[src/rtl/util_fifo2pkt.sv]
// Store-and-forward packetiser: buffers 64-bit words in a register FIFO and
// emits whole packets of pkt_len words on an Avalon-ST source with sop/eop.
module util_fifo2pkt #(
    parameter int AW = 4,
    parameter int LW = 8
) (
    input  logic          clk,
    input  logic          rst_n,
    input  logic          wr_en,
    input  logic [63:0]   wr_data,
    input  logic [LW-1:0] pkt_len,
    input  logic          src_ready,
    output logic          src_valid,
    output logic [63:0]   src_data,
    output logic          src_sop,
    output logic          src_eop,
    output logic [AW:0]   level,
    output logic          overflow,
    input  logic          overflow_clr
);

    localparam int DEPTH = 2 ** AW;
    // Common width so level and pkt_len compare without truncating either.
    localparam int CW = ((AW + 1) > LW) ? (AW + 1) : LW;

    localparam logic [0:0] S_IDLE = 1'b0;
    localparam logic [0:0] S_SEND = 1'b1;

    logic [63:0]   mem_q [DEPTH];
    logic [AW-1:0] wr_ptr_q, wr_ptr_d;
    logic [AW-1:0] rd_ptr_q, rd_ptr_d;
    logic [AW:0]   level_q, level_d;
    logic [LW-1:0] cnt_q, cnt_d;
    logic [LW-1:0] len_q, len_d;
    logic [0:0]    state_q, state_d;
    logic          overflow_q, overflow_d;

    logic          full;
    logic          rd_evt;
    logic          wr_acc;
    logic          wr_drop;
    logic [CW-1:0] level_ext;
    logic [CW-1:0] level_m1_ext;
    logic [CW-1:0] pkt_len_ext;
    logic          start_ok;
    logic          next_ok;

    assign full    = (level_q == (AW + 1)'(DEPTH));
    assign rd_evt  = src_valid & src_ready;
    // A pop in the same cycle frees the slot the write lands in.
    assign wr_acc  = wr_en & (~full | rd_evt);
    assign wr_drop = wr_en & full & ~rd_evt;

    assign level_ext    = CW'(level_q);
    assign level_m1_ext = CW'(level_q) - CW'(1);
    assign pkt_len_ext  = CW'(pkt_len);
    assign start_ok     = (pkt_len != '0) && (level_ext >= pkt_len_ext);
    // Only evaluated on the last beat of a packet, where level_q >= 1.
    assign next_ok      = (pkt_len != '0) && (level_m1_ext >= pkt_len_ext);

    always_comb begin
        wr_ptr_d   = wr_acc ? (wr_ptr_q + AW'(1)) : wr_ptr_q;
        rd_ptr_d   = rd_evt ? (rd_ptr_q + AW'(1)) : rd_ptr_q;
        level_d    = level_q + (AW + 1)'(wr_acc) - (AW + 1)'(rd_evt);
        overflow_d = overflow_q;
        if (overflow_clr) begin
            overflow_d = 1'b0;
        end else if (wr_drop) begin
            overflow_d = 1'b1;
        end

        state_d = state_q;
        cnt_d   = cnt_q;
        len_d   = len_q;
        case (state_q)
            S_IDLE: begin
                len_d = pkt_len;
                if (start_ok) begin
                    state_d = S_SEND;
                    cnt_d   = LW'(1);
                end
            end
            S_SEND: begin
                if (rd_evt) begin
                    if (cnt_q < len_q) begin
                        cnt_d = cnt_q + LW'(1);
                    end else if (next_ok) begin
                        len_d = pkt_len;
                        cnt_d = LW'(1);
                    end else begin
                        state_d = S_IDLE;
                    end
                end
            end
            default: state_d = S_IDLE;
        endcase
    end

    always_ff @(posedge clk or negedge rst_n) begin
        if (!rst_n) begin
            wr_ptr_q   <= '0;
            rd_ptr_q   <= '0;
            level_q    <= '0;
            cnt_q      <= '0;
            len_q      <= '0;
            state_q    <= S_IDLE;
            overflow_q <= 1'b0;
        end else begin
            wr_ptr_q   <= wr_ptr_d;
            rd_ptr_q   <= rd_ptr_d;
            level_q    <= level_d;
            cnt_q      <= cnt_d;
            len_q      <= len_d;
            state_q    <= state_d;
            overflow_q <= overflow_d;
        end
    end

    // Storage is data only; stale contents are unreachable once pointers reset.
    always_ff @(posedge clk) begin
        if (wr_acc) begin
            mem_q[wr_ptr_q] <= wr_data;
        end
    end

    assign src_valid = (state_q == S_SEND);
    assign src_data  = src_valid ? mem_q[rd_ptr_q] : 64'd0;
    assign src_sop   = src_valid && (cnt_q == LW'(1));
    assign src_eop   = src_valid && (cnt_q == len_q);
    assign level     = level_q;
    assign overflow  = overflow_q;

endmodule

[config.mk]
export PLATFORM = sky130hd
export DESIGN_NAME = util_fifo2pkt
export DESIGN_NICKNAME = d
export VERILOG_FILES = /design/src/rtl/util_fifo2pkt.sv
export SDC_FILE = /design/constraint.sdc
export NUM_CORES = 1
export LEC_CHECK = 0
export CAP_MARGIN = 40
export CELL_PAD_IN_SITES_DETAIL_PLACEMENT = 0
export CELL_PAD_IN_SITES_GLOBAL_PLACEMENT = 2
export CORE_MARGIN = 1
export CORE_UTILIZATION = 49
export CTS_CLUSTER_SIZE = 12
export DETAILED_ROUTE_END_ITERATION = 12
export HOLD_SLACK_MARGIN = 0.05
export PLACE_DENSITY_LB_ADDON = 0.1
export SYNTH_ARGS = -nofsm -noshare
export SYNTH_HDL_FRONTEND = slang
export SYNTH_SLANG_ARGS = --single-unit
[constraint.sdc]
create_clock -name clk -period 8 [get_ports clk]
set_input_delay 1.6 -clock clk [delete_from_list [all_inputs] [get_ports clk]]
set_output_delay 1.6 -clock clk [all_outputs]
set_load 0.02 [all_outputs]
# After elaboration in Yosys (flattened, before gate mapping)
# Memories as Yosys holds them, arrays and structs flattened.
# Cells that the tools add are included.
[word_totals]
memories = 1
ff_bits = 31
ram_bits = 1024
[memory_table]
columns = ["memory", "depth", "word_bits", "rd", "rd_ports_with_merged_regs", "wr", "line_no", "text"]
rows = [
  ["mem_q", 16, 64, 1, 0, 1, "29", "logic [63:0] mem_q [DEPTH];"],
]
[op_classes]
magnitude_cmp = 3
mux = 19
n_eq_ne = 8
add_sub_neg = 6
n_reduce_logical = 8
bitwise_logic = 8
[ops]
columns = ["op", "n"]
rows = [
  ["$mux 64", 1],
  ["$mux 8", 7],
  ["$pmux 8 s2", 2],
  ["$add 4x1->4 const B", 2],
  ["$add 8x1->8 const B", 1],
  ["$eq 8x1->1 const B", 1],
  ["$eq 8x8->1", 1],
  ["$ge 5x8->1", 1],
  ["$ge 8x8->1", 1],
  ["$lt 8x8->1", 1],
  ["$mux 1", 8],
  ["$reduce_bool 8->1", 1],
  ["$reduce_and 3->1", 2],
  ["$sub 5x1->6 const B", 1],
  ["$add 5x1->5", 1],
  ["$eq 5x5->1 const B", 1],
  ["$sub 5x1->5", 1],
  ["$and 1x1->1", 4],
  ["$logic_and 1x1->1", 4],
  ["$ne 2x1->1 const B", 2],
  ["$ne 2x2->1 const B", 2],
  ["$ne 3x1->1 const B", 1],
  ["$not 1->1", 3],
  ["$pmux 1 s2", 1],
  ["other kinds (2)", 2],
]

# Logic depth before layout (Yosys ltp)
# Gate-level depths: netlist of run 1.
[logic_depth]
ltp_word = 7
mapped_depth = 15
ltp_nobuf = 14

# Least setup slack after synthesis of run 1
# Ideal clock, no wire load.
[synth_timing]
kind = "in2reg"
startpoint = "in src_ready"
endpoint = "mem mem_q[3][0], enable pin"
setup_ps = 565
setup_slack_ps = 559
path_stages = 7
arrival_ps = 6877
path_buffers = 1
path_cell_list = "nand2_1 inv_1 or3_1 and2_1 clkbuf_1 nand2_1 nor3_1"
[synth_via]
elab_chain_len = 5
[synth_lines]
columns = ["item", "line_no", "text"]
rows = [
  ["start: declaration", "12", "input logic src_ready,"],
  ["$and 1x1->1", "49", "assign rd_evt = src_valid & src_ready;"],
  ["via rd_evt", "39", "logic rd_evt;"],
  ["$or 1x1->1", "51", "assign wr_acc = wr_en & (~full | rd_evt);"],
  ["$and 1x1->1", "51", ""],
  ["$mux 1", "121", "if (wr_acc) begin"],
  ["$mux 1 (implied by the code)", "122", "mem_q[wr_ptr_q] <= wr_data;"],
  ["end: declaration", "29", ""],
]
# The timed path passes the listed nets, and every way through them passes these cells.

# Worst setup path after layout of run 1
[layout_timing]
startpoint = "reg rd_ptr_q[0]"
endpoint = "out src_data[12]"
[layout_via]
elab_chain_len = 2
[layout_lines]
columns = ["item", "line_no", "text"]
rows = [
  ["start: declaration", "31", "logic [AW-1:0] rd_ptr_q, rd_ptr_d;"],
  ["start signal: assignment", "110", "rd_ptr_q <= rd_ptr_d;"],
  ["$mem_v2 16x64", "-", ""],
  ["$mux 64", "127", "assign src_data = src_valid ? mem_q[rd_ptr_q] : 64'd0;"],
  ["end: declaration", "14", "output logic [63:0] src_data,"],
]
# Every way passes these cells.

==> flow_summary.toml, run 1 <==
[logic_synthesis]
synth_cell_type_count = 44
ys.flop_type = "edfxtp_1"
syn_inst = 1730
yosys.area.top_type = "edfxtp_1"
yosysTopAreaCellShare_pct = 74.9
syn_nets = 1847
ys_async_sr_fraction_pct = 2.94
syn_area_um2 = 41000
synth_area_per_cell_um2 = 23.7
synth-edff-count = 1024
yosysWarnings = 0
synth_area_leaders = "edfxtp_1, mux4_2, dfrtp_1, ha_1, and2_1"
ys_seq_area_share_pct = 76.8
ys_ff_latch = 1055

[clock_network]
hold_buffers = 0
post_cts_buffers = 0
clkLatencyLatePin_ns = 0.66
post_cts_resized = 0
cts.sinks = 1055
cts_tree = "built"
clk_path_buf_depth = 3
clk_pin_slew_ns = 0.06
root_buffer = "clkbuf_16"
cts_buffers = 110
htreeDepth = 3

[detailed_routing]
wl_mm = 86.8
firstDrtPassIters = 6
wl_per_cell_um = 28.0
drtIter0Drc = 1390
drc = 0
vias = 18313
ant_nets = 0
via_per_inst = 5.90

[cells_and_area]
fin_nets = 2073
area_growth_pct = 15.9
final_cells = 3105
nFillCells = 6036
drive_above_1_share_pct = 26.3

[sta]
fmax_mhz = 174
fin_crit_ns = 5.76
tightest_slew_ns = 0.873
finClkSkew_ns = 0.0227
hold_violations = 0
rsz0062_at_grt = "no"
fin_crit_sh_pct = 72.0
max_slew_margin_pct = 41.8
fin_setup_tns_ns = 0
setup_violations = 0
drv_slew = 0
holdWs_ns = 0.502

[place]
portBuffers = 149
dpl.cell_count = 2914
hpwl_mm = 47.6
gp_congestion = 0.724

[critical_path]
path_cells = "buf_12 > mux4_2 > mux4_2 > and2_1 > clkdlybuf4s50_1"
critPathMostFrequentCell = "mux4_2"
ff2ff_path_depth = 9
end_kind = "output pin"
crit_cells = 5
critPathSlowestCell = "dfrtp_4"
required_ns = 6.40
r2r_start = "src_valid$_DFF_PN0_"
r2r_slack_ns = 3.86
crit_family = "buffers and inverters"
worst-path-max-fanout = 98
start_kind = "register"
crit_arrival_ns = 4.16
critical_path_class = "reg2out"
crit_buf_inv = 2
setup.worst_path.end = "src_data[12]"
r2r-end = "mem_q[11][59]$_DFFE_PP_"
crit_start = "rd_ptr_q[0]$_DFFE_PN0P_"
critPathMaxStageDelay_ns = 0.80

[floorplan]
io-pin-count = 150
fp-row-count = 105
die_h_um = 291
core_area_um2 = 82500
start_util_pct = 49.7
die_area_um2 = 84900
fp.dieW_um = 291

[grt]
grt_max_degree = 99
grt_pass1_wl_mm = 131
busiest_layer = "met2"
grtUsageMet2_pct = 34.8
antenna_found_initial = 5
first_global_vias = 19623
met1_usage_pct = 29.8
grtUsageMet3_pct = 3.16
track_usage_pct = 21.1
overflow = 0

[pwr]
ir_worst_vdd_uv = 226
p_leak_nw = 15.2
power_density_nw_per_um2 = 363

[run_status]
status = "completed"

[min_path]
hold_path_class = "reg2reg"
whs_path_depth = 2

[run]
maxCapViolCount = 0
==> area by class of cell <==
| cell class | count | area (um2) | area share, % |
|---|---|---|---|
| clock inverters | 48 | 379 | 0.797 |
| well taps | 1070 | 1340 | 2.82 |
| clock buffers | 141 | 2970 | 6.25 |
| flip-flops and latches | 1055 | 31500 | 66.3 |
| multi-input cells | 560 | 9060 | 19.1 |
| repair buffers | 196 | 2120 | 4.46 |
| inverters | 33 | 124 | 0.261 |
| diodes | 2 | 5.00 | 0.0105 |
==> cells in the mapped netlist (2+ instances only) <==
cell	number
nor3_1	9
dfrtp_1	31
a21boi_0	2
nor2_1	23
xnor2_1	9
xor2_1	3
a21oi_1	12
mux2i_1	7
buf_1	7
nand3_1	5
and3_1	4
nand4_1	6
edfxtp_1	1024
inv_1	32
nor4_1	2
clkbuf_1	43
ha_1	39
o21ai_0	4
buf_6	5
nand2b_1	4
and2_1	65
nand2_1	16
mux2_1	2
or3_1	7
mux4_2	320
buf_4	20
a31oi_1	6
buf_2	7
==> sequential cells by signal (all words and copies together) (netlist names) <==
name,count
mem_q,1024
cnt_q,8
len_q,8
level,5
rd_ptr_q,4
wr_ptr_q,4
overflow,1
src_valid,1
==> routing by layer <==
layer | up-vias | wire length [um]
met3 | 131 | 4020
met5 | - | 39
met4 | 6 | 1720
li1 | 7798 | -
met2 | 399 | 43800
met1 | 9979 | 37300
==> kinds of logic after synthesis <==
kind of cell / Yosys count / share of synthesized area, %
AO/OA/AOI/OAI: 33 / 0.549
XOR/XNOR: 12 / 0.256
adder cells (fa/ha/maj): 40 / 1.24
buffers and inverters: 115 / 1.35
flip-flops: 1055 / 76.8
multiplexers: 330 / 17.8
AND/OR/NAND/NOR: 145 / 1.96
==> layout by cell type, fill, tap and decap left out, types with 5 or more instances in the layout <==
cell / count
a21oi_1: 12
a31oi_1: 6
and2_1: 65
buf_12: 11
buf_16: 7
buf_4: 29
bufinv_16: 5
clkbuf_1: 24
clkbuf_16: 113
clkdlybuf4s50_1: 149
clkinv_1: 26
clkinv_2: 12
dfrtp_1: 26
edfxtp_1: 1024
ha_1: 39
inv_1: 32
mux2i_1: 7
mux4_2: 320
nand2_1: 16
nand3_1: 5
nand4_1: 6
nor2_1: 11
nor2_4: 12
nor3_1: 5
or3_1: 7
xnor2_1: 9
==> worst min-delay path: cells and delay by family, from the launching register on <==
family	cells	cell delay [ns]
flops	1	0.34
simple gates	1	0.08
compound gates	1	0.04
==> metrics by stage <==
stage / setup slack, ns / util, % / instance area [um2] / total power [mW]
after CTS: 2.10 / 57.6 / 47500 / 17.6
final: 2.24 / 57.6 / 47500 / 17.3
after global routing: 1.98 / 57.6 / 47500 / 18.0
after detailed placement: 2.61 / 53.6 / 44200 / 12.8
after floorplan: 0.559 / - / 41000 / 10.7
after global placement: 2.63 / 53.2 / 43900 / 12.7
==> report_power, final <==
group / leakage (nW) / total (mW) / switching, mW / internal [mW]
registers: 9.59 / 6.98 / 0.315 / 6.66
clock network: 1.64 / 4.76 / 2.01 / 2.76
logic: 3.98 / 5.53 / 2.73 / 2.80
total: 15.2 / 17.3 / 5.05 / 12.2
==> how the worst min path moves through the flow <==
| stage | from | end | slack, ns |
|---|---|---|---|
| after floorplan | len_q[0]$_DFFE_PN0P_ | len_q[0]$_DFFE_PN0P_ | 0.47 |
| after global placement | overflow$_DFFE_PN0P_ | overflow$_DFFE_PN0P_ | 0.48 |
| after detailed placement | len_q[0]$_DFFE_PN0P_ | len_q[0]$_DFFE_PN0P_ | 0.50 |
| after CTS | len_q[0]$_DFFE_PN0P_ | len_q[0]$_DFFE_PN0P_ | 0.51 |
| after global routing | len_q[0]$_DFFE_PN0P_ | len_q[0]$_DFFE_PN0P_ | 0.53 |
| final | overflow$_DFFE_PN0P_ | overflow$_DFFE_PN0P_ | 0.50 |
Note: power is estimated with default switching activity, not from simulation.
==> run 2: changes to the inputs <==
- clock period: 8 -> 5.7 ns (I/O delays scaled with it)
==> flow_summary.toml, run 2 (synthesis results as in run 1) <==
[clock_network]
post_cts_buffers = 0
htreeDepth = 3
post_cts_resized = 0
clk_path_buf_depth = 3
clkLatencyLatePin_ns = 0.67
clk_pin_slew_ns = 0.06
root_buffer = "clkbuf_16"
cts_tree = "built"
cts.sinks = 1055
hold_buffers = 0
cts_buffers = 109

[min_path]
hold_path_class = "reg2reg"

[cells_and_area]
final_cells = 3106
seqCellArea_um2 = 31500
nFillCells = 5943
postLayoutCellArea_um2 = 47700
regMostFlops = "mem_q"
area_growth_pct = 16.2
layout_commonest_cell = "edfxtp_1"
largestRegisters = "mem_q (1024), cnt_q (8), len_q (8)"
drive_above_1_share_pct = 26.4
multiInputGateArea_um2 = 9090
largest_reg_flops = 1024
final_cell_mix = "edfxtp_1, mux4_2, clkdlybuf4s50_1"
fin_nets = 2075

[floorplan]
die_area_um2 = 84900
fp.dieW_um = 291
fp-row-count = 105
core_area_um2 = 82500
io-pin-count = 150
die_h_um = 291
start_util_pct = 49.7

[critical_path]
critPathMaxStageDelay_ns = 0.73
path_cells = "buf_12 > mux4_2 > mux4_2 > and2_1 > clkdlybuf4s50_1"
required_ns = 4.56
start_kind = "register"
critPathMostFrequentCell = "mux4_2"
r2r_slack_ns = 2.17
critical_path_class = "reg2out"
crit_arrival_ns = 3.77
end_kind = "output pin"
worst-path-max-fanout = 62
critPathSlowestCell = "dfrtp_4"

[detailed_routing]
wl_mm = 89.0
firstDrtPassIters = 5
ant_nets = 0
drc = 0
wl_per_cell_um = 28.7
drtIter0Drc = 1528
via_per_inst = 5.93
vias = 18420

[pwr]
p_leak_nw = 15.2
power_density_nw_per_um2 = 508
ir_worst_vdd_uv = 296

[place]
dpl.cell_count = 2917
hpwl_mm = 45.6
pre_cts_slack_ns = 1.36
gp_congestion = 0.726
placed_area_um2 = 44400
portBuffers = 149

[grt]
track_usage_pct = 21.5
overflow = 0
grt_max_degree = 65
antenna_found_initial = 8
first_global_vias = 19629
grt_pass1_wl_mm = 132

[sta]
finClkSkew_ns = 0.0150
holdWs_ns = 0.505
rsz0062_at_grt = "no"
tightest_slew_ns = 0.776
hold_violations = 0
max_slew_margin_pct = 48.1
setup_violations = 0
fin_crit_sh_pct = 86.1
worst_slack_ns = 0.791
fin_crit_ns = 4.91
fmax_mhz = 204
fin_setup_tns_ns = 0
drv_slew = 0

[run_status]
status = "completed"

[run]
maxCapViolCount = 0
-- run 2: changes by cell type in the layout (fill, tap and decap cells not counted), moves of 3 or more --
cell and delta:
buf_12 +19, buf_4 -11, buf_16 -5, clkinv_1 -5, clkinv_2 +5, nor3_2 -4, nor3_4 +4, clkbuf_1 +3
-- run 2: worst paths after layout --
kind                                    startpoint                 endpoint  depth (start not counted)
max in group asynchronous                    rst_n  rd_ptr_q[3]$_DFFE_PN0P_                          2
max                        rd_ptr_q[0]$_DFFE_PN0P_             src_data[20]                          5
max reg2reg                    src_valid$_DFF_PN0_   mem_q[7][42]$_DFFE_PP_                          7
min in group asynchronous                    rst_n     overflow$_DFFE_PN0P_                          2
min                           overflow$_DFFE_PN0P_     overflow$_DFFE_PN0P_                          2
min reg2reg                   overflow$_DFFE_PN0P_     overflow$_DFFE_PN0P_                          2
-- run 2: worst max-delay path, delay by kind of cell (launching register included) --
family | cells | cell delay [ns]
buffers and inverters | 2 | 0.97
and+or+nand+nor | 1 | 0.17
muxes | 2 | 1.09
DFF | 1 | 0.73
-- run 2: power by group --
part / internal (mW) / leakage (nW) / switching, mW
sequential: 9.35 / 9.59 / 0.474
clock: 3.76 / 1.62 / 2.83
combinational: 4.03 / 4.03 / 3.80
total: 17.1 / 15.2 / 7.11
-- run 2: per-layer routing --
layer,global-route usage [%],vias to the layer above,share of wire (%)
met5,0,-,0.065
li1,-,7808,-
met1,30.3,10048,43
met3,2.87,125,4.2
met2,35.9,429,51
met4,5.22,10,1.9
-- run 2: layout make-up --
type                    count  share of cell area (%)
well taps                1070                    2.81
flip-flops and latches   1055                    66.2
clock inverters            48                   0.827
clock buffers             140                    6.10
repair buffers            199                    4.79
diodes                      1                 0.00525
inverters                  33                   0.260
multi-input cells         560                    19.1
-- run 2: metrics by stage --
| stage | power, mW | utilization, % |
|---|---|---|
| CTS | 24.6 | 57.8 |
| finish | 24.2 | 57.8 |
| global placement | 17.9 | 53.7 |
| detailed placement | 18.0 | 53.8 |
| floorplan | 15.1 | - |
| global route | 25.3 | 57.8 |
